**config.mk**
```make
export PLATFORM = sky130hd
export DESIGN_NAME = serial_alu
export DESIGN_NICKNAME = d
export VERILOG_FILES = /design/src/rtl/serial_alu_pkg.sv /design/src/rtl/serial_alu_digit_slice.sv /design/src/rtl/serial_alu.sv
export SDC_FILE = /design/constraint.sdc
export NUM_CORES = 1
export LEC_CHECK = 0
export ABC_AREA = 1
export BUFFER_PORTS_ARGS = -buffer_cell sky130_fd_sc_hd__buf_2
export CORE_MARGIN = 2
export CORE_UTILIZATION = 30
export DETAILED_ROUTE_END_ITERATION = 7
export PLACE_DENSITY_LB_ADDON = 0.25
export SLEW_MARGIN = 20
export SYNTH_ARGS = -nofsm -noshare
export SYNTH_HDL_FRONTEND = slang
export SYNTH_SLANG_ARGS = --single-unit
```
**constraint.sdc**
```tcl
create_clock -name clk -period 2.2 [get_ports clk]
set_input_delay 0.11 -clock clk [delete_from_list [all_inputs] [get_ports clk]]
set_output_delay 0.11 -clock clk [all_outputs]
set_load 0.005 [all_outputs]
```
**src/rtl/serial_alu_pkg.sv**
```systemverilog
// serial_alu_pkg: shared opcode and FSM state types for the digit-serial ALU
package serial_alu_pkg;
  typedef enum logic [1:0] {OP_ADD = 2'b00, OP_SUB = 2'b01, OP_AND = 2'b10, OP_XOR = 2'b11} op_t;
  typedef enum logic [1:0] {S_IDLE = 2'b00, S_RUN = 2'b01, S_DONE = 2'b10} state_t;
endpackage

```
**src/rtl/serial_alu_digit_slice.sv**
```systemverilog
// digit_slice: combinational DIGIT-bit add/sub/and/xor slice with carry chain
module digit_slice
  import serial_alu_pkg::*;
#(
  parameter int DIGIT = 2
) (
  input  logic [DIGIT-1:0] a_d,
  input  logic [DIGIT-1:0] b_d,
  input  logic             cin,
  input  op_t              op,
  output logic [DIGIT-1:0] r_d,
  output logic             cout
);
  logic [DIGIT-1:0] bx;
  logic [DIGIT:0]   s;
  always_comb begin
    bx   = op == OP_SUB ? ~b_d : b_d;
    s    = {1'b0, a_d} + {1'b0, bx} + (DIGIT+1)'(cin);
    r_d  = op == OP_AND ? a_d & b_d : op == OP_XOR ? a_d ^ b_d : s[DIGIT-1:0];
    cout = (op == OP_ADD || op == OP_SUB) && s[DIGIT];
  end
endmodule

```
**src/rtl/serial_alu.sv**
```systemverilog
// serial_alu: digit-serial ALU, LSB digit first, valid/ready on both sides
module serial_alu
  import serial_alu_pkg::*;
#(
  parameter int WIDTH = 8,
  parameter int DIGIT = 2
) (
  input  logic             clk,
  input  logic             rst,
  input  logic             in_valid,
  output logic             in_ready,
  input  logic [WIDTH-1:0] a,
  input  logic [WIDTH-1:0] b,
  input  logic [1:0]       op,
  output logic             out_valid,
  input  logic             out_ready,
  output logic [WIDTH-1:0] result,
  output logic             carry,
  output logic             zero,
  output logic             overflow
);
  localparam int N  = WIDTH / DIGIT;
  localparam int CW = N > 1 ? $clog2(N) : 1;
  if (DIGIT < 1 || DIGIT > WIDTH || WIDTH % DIGIT != 0) begin : g_chk
    $error("serial_alu: WIDTH must be a multiple of DIGIT");
  end
  state_t           state, state_nx;
  op_t              op_q;
  logic [WIDTH-1:0] a_sh, b_sh, r_sh, r_nx;
  logic [DIGIT-1:0] r_d;
  logic [CW-1:0]    cnt;
  logic             cy, cout, last, arith, bm;
  digit_slice #(.DIGIT(DIGIT)) u_slice (
    .a_d  (a_sh[DIGIT-1:0]),
    .b_d  (b_sh[DIGIT-1:0]),
    .cin  (cy),
    .op   (op_q),
    .r_d  (r_d),
    .cout (cout)
  );
  assign in_ready = state == S_IDLE;
  assign last     = cnt == CW'(N - 1);
  assign r_nx     = WIDTH'({r_d, r_sh} >> DIGIT);
  assign arith    = op_q == OP_ADD || op_q == OP_SUB;
  assign bm       = op_q == OP_SUB ? ~b_sh[DIGIT-1] : b_sh[DIGIT-1];
  always_comb begin
    state_nx = state;
    if (state == S_IDLE && in_valid) state_nx = S_RUN;
    if (state == S_RUN && last) state_nx = S_DONE;
    if (state == S_DONE && out_ready) state_nx = S_IDLE;
  end
  always_ff @(posedge clk or posedge rst)
    if (rst) state <= S_IDLE;
    else state <= state_nx;
  always_ff @(posedge clk or posedge rst) begin
    if (rst) begin
      a_sh      <= '0;
      b_sh      <= '0;
      r_sh      <= '0;
      op_q      <= OP_ADD;
      cy        <= 1'b0;
      cnt       <= '0;
      result    <= '0;
      carry     <= 1'b0;
      zero      <= 1'b0;
      overflow  <= 1'b0;
      out_valid <= 1'b0;
    end else begin
      if (state == S_IDLE && in_valid) begin
        a_sh <= a;
        b_sh <= b;
        op_q <= op_t'(op);
        cy   <= op == OP_SUB;
        cnt  <= '0;
      end
      if (state == S_RUN) begin
        a_sh <= a_sh >> DIGIT;
        b_sh <= b_sh >> DIGIT;
        r_sh <= r_nx;
        cy   <= cout;
        cnt  <= cnt + 1'b1;
      end
      // a_sh/b_sh low digit holds the operand MSBs while the last digit is processed
      if (state == S_RUN && last) begin
        result    <= r_nx;
        carry     <= cout;
        zero      <= r_nx == '0;
        overflow  <= arith && (a_sh[DIGIT-1] == bm) && (r_d[DIGIT-1] != a_sh[DIGIT-1]);
        out_valid <= 1'b1;
      end
      if (state == S_DONE && out_ready) out_valid <= 1'b0;
    end
  end
endmodule

```
Yosys cells after proc, flatten, opt, wreduce, memory -nomap -nowiden:

Cells that the tools add are included.

* add/sub/neg operators: 3
* equal/unequal tests: 9
* muxes and demuxes: 17
* bitwise gates (word level): 4
* reductions and logical operators: 13

Operator list (count)
* $mux 8: 4
* $mux 2: 8
* $eq 2x2->1 const B: 4
* $logic_not 8->1: 1
* $eq 2x1->1 const B: 3
* $logic_and 1x1->1: 6
* $mux 1: 5
* $logic_not 2->1: 2
* $reduce_bool 2->1: 2
* $add 2x2->3: 1
* $add 3x1->3: 1
* $reduce_bool 3->1: 1
* $add 2x1->2 const B: 1
* $and 2x2->2: 1
* $not 2->2: 1
* $xor 2x2->2: 1
* $eq 1x1->1: 1
* $logic_or 1x1->1: 1
* $ne 1x1->1: 1
* $not 1->1: 1

* bits in registers: 43
* input port bits: 22
* output and inout bits: 13

Depth between registers and ports, before layout:

Gate-level depths: netlist of the first run.

* depth in word-level cells: 8
* depth in mapped cells: 10
* gate-level depth less buffers: 10

Modules after synthesis:

A second synthesis of the first run with hierarchy kept.

* cell total of the unflattened synthesis: 248
* area, all modules: 2024.4 sq um

By module, submodules not included
* serial_alu: times used 1, cells each 222, area an instance 1861.8 sq um, sequential area each 1026.0 sq um
* digit_slice: times used 1, cells each 26, area an instance 162.7 sq um, sequential area each 0.0 sq um

Worst setup path before layout of the first run:

Ideal clock, no wire load.

* kind: flip-flop to flip-flop
* start point: register op_q[1]
* end point: register overflow
* setup time: 117 ps
* data arrival time: 1957 ps
* required time: 2083 ps
* slack: 126 ps
* stages on the path, launching flop included: 11
* clock period less this slack: 2074 ps
* cells stage by stage: dfrtp_1 -> inv_1 -> nand2_1 -> xnor2_1 -> fa_1 -> fa_1 -> nand2_1 -> nand3_1 -> nand2_1 -> nand3_1 -> nand2_1

* longest elaborated chain between the ends: 8
* elaborated cells between the ends (all ways): 15
* classes of those cells: add/sub: 2; eq/ne: 5; mux: 4; reduce/logical: 4

Ends and longest elaborated chain
* from (decl): RTL line serial_alu.sv:28 `op_t op_q;`
* from (signal assigned): RTL line serial_alu.sv:72 `op_q <= op_t'(op);`
* $eq 2x1->1: RTL line serial_alu_digit_slice.sv:17, serial_alu.sv:44, serial_alu.sv:45
* $mux 2: RTL line serial_alu_digit_slice.sv:17 `bx = op == OP_SUB ? ~b_d : b_d;`
* $add 2x2->3: RTL line serial_alu_digit_slice.sv:18 `s = {1'b0, a_d} + {1'b0, bx} + (DIGIT+1)'(cin);`
* $add 3x1->3: RTL line serial_alu_digit_slice.sv:18
* $mux 2 (2 in a row): RTL line serial_alu_digit_slice.sv:19 `r_d = op == OP_AND ? a_d & b_d : op == OP_XOR ? a_d ^ b_d : s[DIGIT-1:0];`
* $ne 1x1->1: RTL line serial_alu.sv:88 `overflow <= arith && (a_sh[DIGIT-1] == bm) && (r_d[DIGIT-1] != a_sh[DIGIT-1]);`
* $logic_and 1x1->1 *: RTL line serial_alu.sv:88
* to (signal assigned): RTL line serial_alu.sv:88
* to (decl): RTL line serial_alu.sv:20 `output logic overflow`

Mark *: on every way between the ends. The rest lies on a longest branch, timed or not.
A chain may end at the register's enable or synchronous reset.

Final worst setup path of the first run:

* start point: register op_q[0]
* end point: register overflow

Same word-level chain as after synthesis.

==> results of run 1 <==
layout by cell type (no fill, tap or decap), types with 4 or more instances in the layout:
| master | count |
|---|---|
| clkbuf_8 | 5 |
| buf_2 | 34 |
| dfrtp_1 | 41 |
| nand3_1 | 21 |
| ha_1 | 4 |
| o21ai_0 | 20 |
| o21a_1 | 7 |
| inv_1 | 18 |
| nand2_1 | 72 |
| nor2_1 | 9 |
power groups by stage:
stage               clock network [mW]  registers [mW]  logic (mW)
floorplan                            0           0.768      0.0189
global placement                     0           0.768      0.0470
detailed placement                   0           0.768      0.0467
CTS                              0.504           0.753      0.0483
global route                     0.535           0.753      0.0549
finish                           0.476           0.753      0.0464
cell usage after synthesis:
cell	n	area, µm²
o21ai_2	1	8.76
dfrtp_1	41	1030
a22o_1	1	8.76
inv_4	1	6.26
ha_1	4	50.1
o21ai_4	1	16.3
o21ai_1	3	15.0
or2_2	1	6.26
o21ai_0	20	100
a21oi_1	2	10.0
inv_2	2	7.51
o31ai_2	1	12.5
nand2_2	1	6.26
fa_1	2	40.0
nor2_2	1	6.26
nand2_4	1	11.3
nor2_8	1	20.0
xnor2_1	2	17.5
o21a_1	7	52.6
nand2_1	72	270
nand3_1	22	110
nor2_1	9	33.8
inv_1	18	67.6
nand4_1	1	6.26
buf_2	1	5.00
buf_6	5	56.3
how the worst min path moves through the flow:
stage,startpoint,end,slack (ns),depth (start not counted)
after global placement,rst,b_sh[7]$_DFFE_PP0P_,0.27,3
after floorplan,in_valid,b_sh[7]$_DFFE_PP0P_,0.26,2
after global routing,a[6],a_sh[6]$_DFFE_PP0P_,0.06,3
after detailed placement,rst,b_sh[6]$_DFFE_PP0P_,0.28,3
final,a[7],a_sh[7]$_DFFE_PP0P_,0.06,3
after CTS,a[7],a_sh[7]$_DFFE_PP0P_,0.05,3
layout make-up:
class	instances	area (µm²)	area share, %
inverters	21	81.3	3.55
flip-flops and latches	41	1030	44.7
well taps	77	96.3	4.20
clock buffers	8	80.1	3.49
multi-input cells	153	807	35.2
repair buffers	38	203	8.84
flip-flops by register name, summed over array words and instances, names as in the netlist, 2 cells and up:
name	count
b_sh	8
r_sh	6
op_q	2
result	8
cnt	2
a_sh	8
state	2
what timing repair did:
item / CTS / global route
gates resized for setup: 0 / 1
hold buffers: 1 / 0
endpoints found under the setup margin: 0 / 3
hold endpoints to repair: 41 / 0
per-layer routing:
metal,vias to the layer above,GRT usage [%],wire (µm)
met5,-,0,0
met2,30,18.5,1810
met3,7,4.38,190
li1,786,-,-
met4,0,3.90,52
met1,711,17.6,2010
tightest hold or removal path, cell delays in order:
cell,delay [ns]
buf_2,0.07
nand3_1,0.07
o21ai_1,0.07
cell families (layout without fill, tap and decap cells):
logic type,count (synthesis),after routing,share of synthesized area [%]
and+or+nand+nor,109,109,23.9
DFF,41,41,52.1
AOI/OAI and AO/OA,36,36,11.4
buffers and inverters,27,67,7.24
adders and majority gates,6,6,4.57
xor gates and xnor gates,2,2,0.889
==> reports/results.ini, run 1 <==
[drt]
antenna_left=0
drt_iter0_drc=51
first_pass_iters=4
via_per_inst=4.54
vias=1534
post_drt_wl_per_cell_um=12.0
drt-total-wl_um=4060
drc_errors=0

[placement]
place_area_um2=2200
hpwl_um=2850
gp_congestion=0.766
dp_cells=329
io_buffers=34
place_ws_ns=0.116

[critical_path]
cp-startpoint=op_q[0]$_DFFE_PP0P_
endpoint_kind=flip-flop
ff2ff_setup_slack_ns=0.17
critPathSlowestCell=fa_1
crit_required_ns=2.39
reg2reg_from=op_q[0]$_DFFE_PP0P_
path_cells=nand2_1 -> xnor2_1 -> fa_1 -> fa_1 -> nand2_1 -> nand3_2 -> nand2_1 -> nand3_1 -> nand2_1
worst-path-buf-inv=0
critPathLaunchType=flip-flop
crit_type=reg2reg
crit_family=adder cells
worst_ep_arrival_time_ns=2.22
cp.depth=9
r2r_end=overflow$_DFFE_PP0P_
rr_worst_depth=9
cp_max_fo=5
cpMostUsedCell=nand2_1
slowest_delay_ns=0.50
crit_end=overflow$_DFFE_PP0P_

[grt]
grt_pass1_wl_um=7220
grt_max_degree=42
grt_antenna_before_repair=0
grt_pass1_vias=1481
track_usage_pct=12.6
grt-ovfl-total=0

[floorplan]
coreArea_um2=6350
num_rows=29
ios=35
start_util_pct=31.0
die_y_um=85.1
dieArea_um2=7230
die_width_um=85.1

[cts]
clk_latency_ns=0.30
clock-root-buffer=clkbuf_8
path_clk_slew_ns=0.08
numCtsBuffers=5
clkSinkCount=41
postCtsSetupBuffers=0
htree_levels=2
tritoncts=built
clockBufferDepth=2

[pwr]
finalPower_mw=1.28
clock_power_share_pct=37.3
combPwrFrac_pct=3.6
ir_drop_v=0.000255
p_seq_share_pct=59.0
leakagePower_nw=1.21
p_per_area_nw_per_um2=556
net-switching-power_mw=0.278
intPower_mw=0.998
swShare_pct=21.8

[final_layout]
final_cell_area_um2=2290
layout.nets=288
postLayoutCoreUtil_pct=36.1
area_growth_pct=16.4
drive_gt1_share_pct=20.7
final_cell_count_no_fill=338
fill_cells=665
antenna_cells=0

[synthesis]
ys_warn_count=0
yosysSeqAreaShare_pct=52.1
synth_area_per_cell_um2=8.92
synth_nets=249
post_synth_num_cell_types=26
syn-cell-area_um2=1970
syn_inst=221
ys_seq_elements=41

[sta]
hold_viol=0
worst_pin_slew_ns=0.530
max_freq_mhz=493
rsz0062_at_grt=false
timing.hold.ws_ns=0.0601
final.setup.tns_ns=0
fin_ws_ns=0.172
max_slew_margin_pct=64.7
min_period_ns=2.03
fin_crit_sh_pct=92.2
setup_viol=0
clock_skew_ns=0.00321
slew_viol_final=0

[status]
status=finished clean

[worst_hold_path]
hp-class=in2reg

[job]
drv_cap=0

Note: power is estimated with default switching activity, not from simulation.
==> run 2: changes to the inputs <==
Settings changed: PLACE_DENSITY set to 0.58, PLACE_DENSITY_LB_ADDON 0.25 to unset, REMOVE_ABC_BUFFERS set to 1, SLEW_MARGIN 20 to 15.
==> run 2 against run 1 <==
Core utilization grew 0.53 points; sequential share of layout area down 0.65 points; critical endpoint unchanged; combinational power hardly changed.
==> reports/results.ini, run 2 (synthesis gave the netlist of run 1 again) <==
[status]
status=finished clean  ; unchanged

[sta]
rsz0062_at_grt=false  ; unchanged
setup_viol=0  ; unchanged
hold_viol=0  ; unchanged
clock_skew_ns=0.00268  ; was 0.00321 ns
final.setup.tns_ns=0  ; unchanged
worst_pin_slew_ns=0.571  ; was 0.530 ns
min_period_ns=2.01  ; was 2.03 ns
timing.hold.ws_ns=0.0533  ; was 0.0601 ns
max_freq_mhz=498  ; was 493 MHz
max_slew_margin_pct=61.9  ; was 64.7%
fin_crit_sh_pct=91.4  ; was 92.2%
slew_viol_final=0  ; unchanged

[final_layout]
final_cell_count_no_fill=337  ; was 338
final_common_cell=nand2_1  ; unchanged
fill_cells=653  ; was 665
final_cell_mix=nand2_1, dfrtp_1, buf_2, nand3_1, o21ai_0  ; unchanged
reg_top3=a_sh (8), b_sh (8), result (8)  ; unchanged
drive_gt1_share_pct=22.3  ; was 20.7%
area_growth_pct=18.1  ; was 16.4%
layout.nets=287  ; was 288
antenna_cells=0  ; unchanged

[pwr]
ir_drop_v=0.000315  ; was 0.000255 V
p_per_area_nw_per_um2=615  ; was 556 nW/µm²
combPwrFrac_pct=3.3  ; was 3.6%
intPower_mw=1.14  ; was 0.998 mW
p_seq_share_pct=52.6  ; was 59.0%
clock_power_share_pct=44.1  ; was 37.3%
net-switching-power_mw=0.289  ; was 0.278 mW
leakagePower_nw=1.22  ; was 1.21 nW
finalPower_mw=1.43  ; was 1.28 mW
swShare_pct=20.2  ; was 21.8%

[cts]
htree_levels=2  ; unchanged
clockBufferDepth=2  ; unchanged
path_clk_slew_ns=0.08  ; about the same
clk_latency_ns=0.30  ; about the same
clock-root-buffer=clkbuf_8  ; unchanged
postCtsSetupBuffers=0  ; unchanged
tritoncts=built  ; unchanged
clkSinkCount=41  ; unchanged
numCtsBuffers=5  ; unchanged

[grt]
grt_pass1_wl_um=7040  ; was 7220 µm
track_usage_pct=12.3  ; was 12.6%
grt_pass1_vias=1502  ; was 1,481
grt-ovfl-total=0  ; unchanged
grt_max_degree=42  ; unchanged
grt_antenna_before_repair=0  ; unchanged

[drt]
drt-total-wl_um=4030  ; was 4060 µm
post_drt_wl_per_cell_um=12.0  ; about the same
via_per_inst=4.50  ; was 4.54
drt_iter0_drc=51  ; unchanged
vias=1517  ; was 1,534
drc_errors=0  ; unchanged
first_pass_iters=4  ; unchanged
antenna_left=0  ; unchanged

[critical_path]
critPathLaunchType=flip-flop  ; unchanged
reg2reg_from=op_q[1]$_DFFE_PP0P_  ; was op_q[0]$_DFFE_PP0P_
r2r_end=overflow$_DFFE_PP0P_  ; unchanged
crit_type=reg2reg  ; unchanged
endpoint_kind=flip-flop  ; unchanged
worst_ep_arrival_time_ns=2.20  ; was 2.22 ns
cp_max_fo=4  ; was 5
crit_required_ns=2.39  ; about the same
ff2ff_setup_slack_ns=0.19  ; was 0.17 ns
rr_worst_depth=10  ; was 9

[floorplan]
die_width_um=85.1  ; unchanged
die_y_um=85.1  ; unchanged
ios=35  ; unchanged
coreArea_um2=6350  ; unchanged
num_rows=29  ; unchanged
dieArea_um2=7230  ; unchanged
start_util_pct=31.0  ; unchanged

[placement]
io_buffers=34  ; unchanged
dp_cells=328  ; was 329
hpwl_um=2800  ; was 2850 µm
gp_congestion=0.886  ; was 0.766

[worst_hold_path]
hold_path_end=b_sh[7]$_DFFE_PP0P_  ; was a_sh[7]$_DFFE_PP0P_
hp-class=in2reg  ; unchanged
min_path_cells=3  ; unchanged
hp-start=b[7]  ; was a[7]

[job]
drv_cap=0  ; unchanged

run 2: changes by cell type in the layout (fill, tap and decap cells not counted), sizes merged:
cell / previous run / this run
clkbuf: 8 / 7
buf: 37 / 36
bufinv: 0 / 1
run 2: repair_timing:
action	CTS	global route
resized for setup	0	4
hold buffers	1	0
setup endpoints to repair	0	4
hold endpoints to repair	41	0
run 2: layer usage:
metal / share of wire [%] / global-route usage, %
met1: 50 / 16.6
met2: 45 / 18.8
met3: 3.8 / 3.50
met4: 1.4 / 4.33
met5: 0 / 0
run 2: cell type report:
cell class                      instances  area (µm²)  share of cell area (%)
Sequential cell                        41        1030                    44.1
Multi-Input combinational cell        153         812                    34.9
Timing Repair Buffer                   37         195                    8.39
Tap cell                               77        96.3                    4.14
Clock buffer                            7        86.3                    3.71
Inverter                               21        81.3                    3.49
Clock inverter                          1        30.0                    1.29
run 2: per-stage QoR:
step                      instance area [µm²]  setup slack [ns]  utilization (%)
after global placement                   2190             0.129             34.5
after detailed placement                 2190            0.0460             34.5
after global routing                     2330            0.0586             36.7
after floorplan                          1910             0.126                -
after CTS                                2320            0.0181             36.5
final                                    2330             0.190             36.7
run 2: worst max-delay path by stage:
| stage | start | to | slack [ns] | cells after the start |
|---|---|---|---|---|
| after detailed placement | op_q[1]$_DFFE_PP0P_ | overflow$_DFFE_PP0P_ | 0.05 | 10 |
| after global placement | op_q[1]$_DFFE_PP0P_ | overflow$_DFFE_PP0P_ | 0.13 | 10 |
| after CTS | op_q[1]$_DFFE_PP0P_ | overflow$_DFFE_PP0P_ | 0.02 | 10 |
| after floorplan | op_q[1]$_DFFE_PP0P_ | overflow$_DFFE_PP0P_ | 0.13 | 10 |
| final | op_q[1]$_DFFE_PP0P_ | overflow$_DFFE_PP0P_ | 0.19 | 10 |
| after global routing | op_q[1]$_DFFE_PP0P_ | overflow$_DFFE_PP0P_ | 0.06 | 10 |
run 2: power by group through the flow:
stage / registers, mW / logic, mW / clock network, mW
finish: 0.753 / 0.0466 / 0.632
CTS: 0.753 / 0.0487 / 0.654
global placement: 0.768 / 0.0472 / 0
detailed placement: 0.768 / 0.0471 / 0
floorplan: 0.768 / 0.0189 / 0
global route: 0.753 / 0.0552 / 0.691
run 2: critical path, stage by stage, from the launching register on:
cell     delay [ns]
dfrtp_1        0.39
inv_2          0.09
nand2_2        0.07
xnor2_1        0.15
fa_2           0.36
fa_1           0.48
nand2_1        0.07
nand3_2        0.11
nand2_1        0.06
nand3_1        0.08
nand2_1        0.05
==> run 3: changes to the inputs <==
Settings changed: PLACE_DENSITY 0.58 to 0.56.
Clock period 2.2 ns to 1.9 ns, I/O delays scaled along.
==> run 3 against run 2 <==
The flow now finishes with violations (negative setup slack); critical path depth unchanged; register-to-register slack got worse by 0.23 ns; fmax increased by 3.5%.
==> reports/results.ini, run 3 (synthesis gave the netlist of run 1 again) <==
[drt]
drc_errors=0  ; unchanged
via_per_inst=4.50  ; about the same
post_drt_wl_per_cell_um=11.9  ; was 12.0 µm
first_pass_iters=4  ; unchanged
antenna_left=0  ; unchanged
drt-total-wl_um=4140  ; was 4030 µm
vias=1560  ; was 1,517
drt_iter0_drc=87  ; was 51

[floorplan]
start_util_pct=31.0  ; unchanged
die_width_um=85.1  ; unchanged
ios=35  ; unchanged
num_rows=29  ; unchanged
dieArea_um2=7230  ; unchanged
coreArea_um2=6350  ; unchanged
die_y_um=85.1  ; unchanged

[cts]
clkSinkCount=41  ; unchanged
clock-root-buffer=clkbuf_8  ; unchanged
htree_levels=2  ; unchanged
clk_latency_ns=0.29  ; was 0.30 ns
path_clk_slew_ns=0.08  ; about the same
tritoncts=built  ; unchanged
numCtsBuffers=5  ; unchanged
clockBufferDepth=2  ; unchanged

[sta]
setup_viol=2  ; was 0
hold_viol=0  ; unchanged
max_slew_margin_pct=64.6  ; was 61.9%
max_freq_mhz=515  ; was 498 MHz
rsz0062_at_grt=true  ; was false
clock_skew_ns=0.00836  ; was 0.00268 ns
min_period_ns=1.94  ; was 2.01 ns
slew_viol_final=0  ; unchanged
fin_crit_sh_pct=102  ; was 91.4%
fin_ws_ns=-0.0427  ; was 0.190 ns
worst_pin_slew_ns=0.531  ; was 0.571 ns

[critical_path]
worst-path-buf-inv=1  ; unchanged
worst_ep_arrival_time_ns=2.12  ; was 2.20 ns
slowest_delay_ns=0.50  ; was 0.48 ns
rr_worst_depth=10  ; unchanged
endpoint_kind=flip-flop  ; unchanged
crit_required_ns=2.08  ; was 2.39 ns
crit_type=reg2reg  ; unchanged
reg2reg_from=op_q[1]$_DFFE_PP0P_  ; unchanged
critPathSlowestCell=fa_1  ; unchanged
crit_family=adder cells  ; unchanged
ff2ff_setup_slack_ns=-0.04  ; was 0.19 ns
path_cells=inv_2 -> nand2_2 -> xnor2_2 -> fa_2 -> fa_1 -> nand2_2 -> nand3_4 -> nand2_1 -> nand3_1 -> nand2_1  ; was inv_2 -> nand2_2 -> xnor2_1 -> fa_2 -> fa_1 -> nand2_1 -> nand3_2 -> nand2_1 -> nand3_1 -> nand2_1
cp_max_fo=4  ; unchanged
critPathLaunchType=flip-flop  ; unchanged
r2r_end=overflow$_DFFE_PP0P_  ; unchanged

[pwr]
ir_drop_v=0.000339  ; was 0.000315 V
p_per_area_nw_per_um2=647  ; was 615 nW/µm²
finalPower_mw=1.56  ; was 1.43 mW
leakagePower_nw=1.28  ; was 1.22 nW

[final_layout]
drive_gt1_share_pct=26.7  ; was 22.3%
reg_top3=a_sh (8), b_sh (8), result (8)  ; unchanged
final_common_cell=nand2_1  ; unchanged
antenna_cells=0  ; unchanged
area_growth_pct=22.0  ; was 18.1%
final_cell_mix=nand2_1, dfrtp_1, buf_2, nand3_1, o21ai_0  ; unchanged
layout.nets=297  ; was 287
fill_cells=670  ; was 653
postLayoutCoreUtil_pct=37.9  ; was 36.7%

[grt]
grt-ovfl-total=0  ; unchanged
track_usage_pct=12.5  ; was 12.3%
grt_pass1_vias=1604  ; was 1,502
grt_antenna_before_repair=0  ; unchanged
grt_max_degree=42  ; unchanged
grt_pass1_wl_um=7270  ; was 7040 µm

[status]
status=finished with violations  ; was finished clean
failed_checks=negative setup slack

[placement]
io_buffers=34  ; unchanged
place_ws_ns=-0.164  ; was 0.0460 ns
gp_congestion=0.763  ; was 0.886
hpwl_um=2890  ; was 2800 µm

[worst_hold_path]
min_path_cells=3  ; unchanged
hp-start=b[6]  ; was b[7]
hp-class=in2reg  ; unchanged
hold_path_end=b_sh[6]$_DFFE_PP0P_  ; was b_sh[7]$_DFFE_PP0P_

[job]
drv_cap=0  ; unchanged

[run 3: how the worst max path moves through the flow]
| stage | cells past startpoint | endpoint | slack, ns | startpoint |
|---|---|---|---|---|
| final | 10 | overflow$_DFFE_PP0P_ | -0.04 | op_q[1]$_DFFE_PP0P_ |
| after global routing | 10 | zero$_DFFE_PP0P_ | -0.14 | op_q[1]$_DFFE_PP0P_ |
| after CTS | 10 | overflow$_DFFE_PP0P_ | -0.05 | op_q[1]$_DFFE_PP0P_ |
| after detailed placement | 10 | overflow$_DFFE_PP0P_ | -0.16 | op_q[1]$_DFFE_PP0P_ |
| after global placement | 10 | overflow$_DFFE_PP0P_ | -0.1 | op_q[1]$_DFFE_PP0P_ |
| after floorplan | 10 | overflow$_DFFE_PP0P_ | -0.17 | op_q[1]$_DFFE_PP0P_ |
[run 3: metrics by stage]
stage | hold WS [ns] | cells | area (µm²) | TNS [ns]
2_1_floorplan | 0.242 | 215 | 1910 | -0.554
6_report | 0.0431 | 347 | 2400 | -0.0654
4_1_cts | 0.0380 | 346 | 2380 | -0.116
5_1_grt | 0.0551 | 347 | 2400 | -0.416
3_5_place_dp | 0.263 | 336 | 2250 | -0.492
3_3_place_gp | 0.259 | 336 | 2250 | -0.250
[run 3: timing repair]
item	4_1_cts	5_1_grt
setup endpoints to repair	4	5
endpoints found under the hold margin	41	0
gates resized for setup	4	4
pin swaps	2	1
setup buffers	1	1
hold buffers	1	0
[run 3: layer usage]
| layer | wire (µm) | track usage (%) | vias to the layer above | share of wire, % |
|---|---|---|---|---|
| met1 | 2070 | 17.3 | 720 | 50 |
| li1 | - | - | 804 | - |
| met2 | 1880 | 19.9 | 32 | 45 |
| met4 | 34 | 3.03 | 0 | 0.82 |
| met5 | 0 | 0 | - | 0 |
| met3 | 164 | 3.02 | 4 | 4.0 |
[run 3: where the power goes]
part	switching, mW	total, mW	internal, mW
clock	0.300	0.629	0.329
sequential	0	0.872	0.872
combinational	0.0324	0.0550	0.0226
[run 3: worst min-delay path: stages]
cell and delay [ns]:
buf_2 0.08, nand3_1 0.06, o21ai_1 0.07
[run 3: cell type report]
cell class / instances / area (µm²) / share of cell area [%]
Clock buffer: 7 / 96.3 / 4.01
Clock inverter: 1 / 5.00 / 0.208
Inverter: 21 / 81.3 / 3.38
Multi-Input combinational cell: 153 / 830 / 34.5
Sequential cell: 41 / 1030 / 42.7
Tap cell: 77 / 96.3 / 4.01
Timing Repair Buffer: 47 / 270 / 11.2
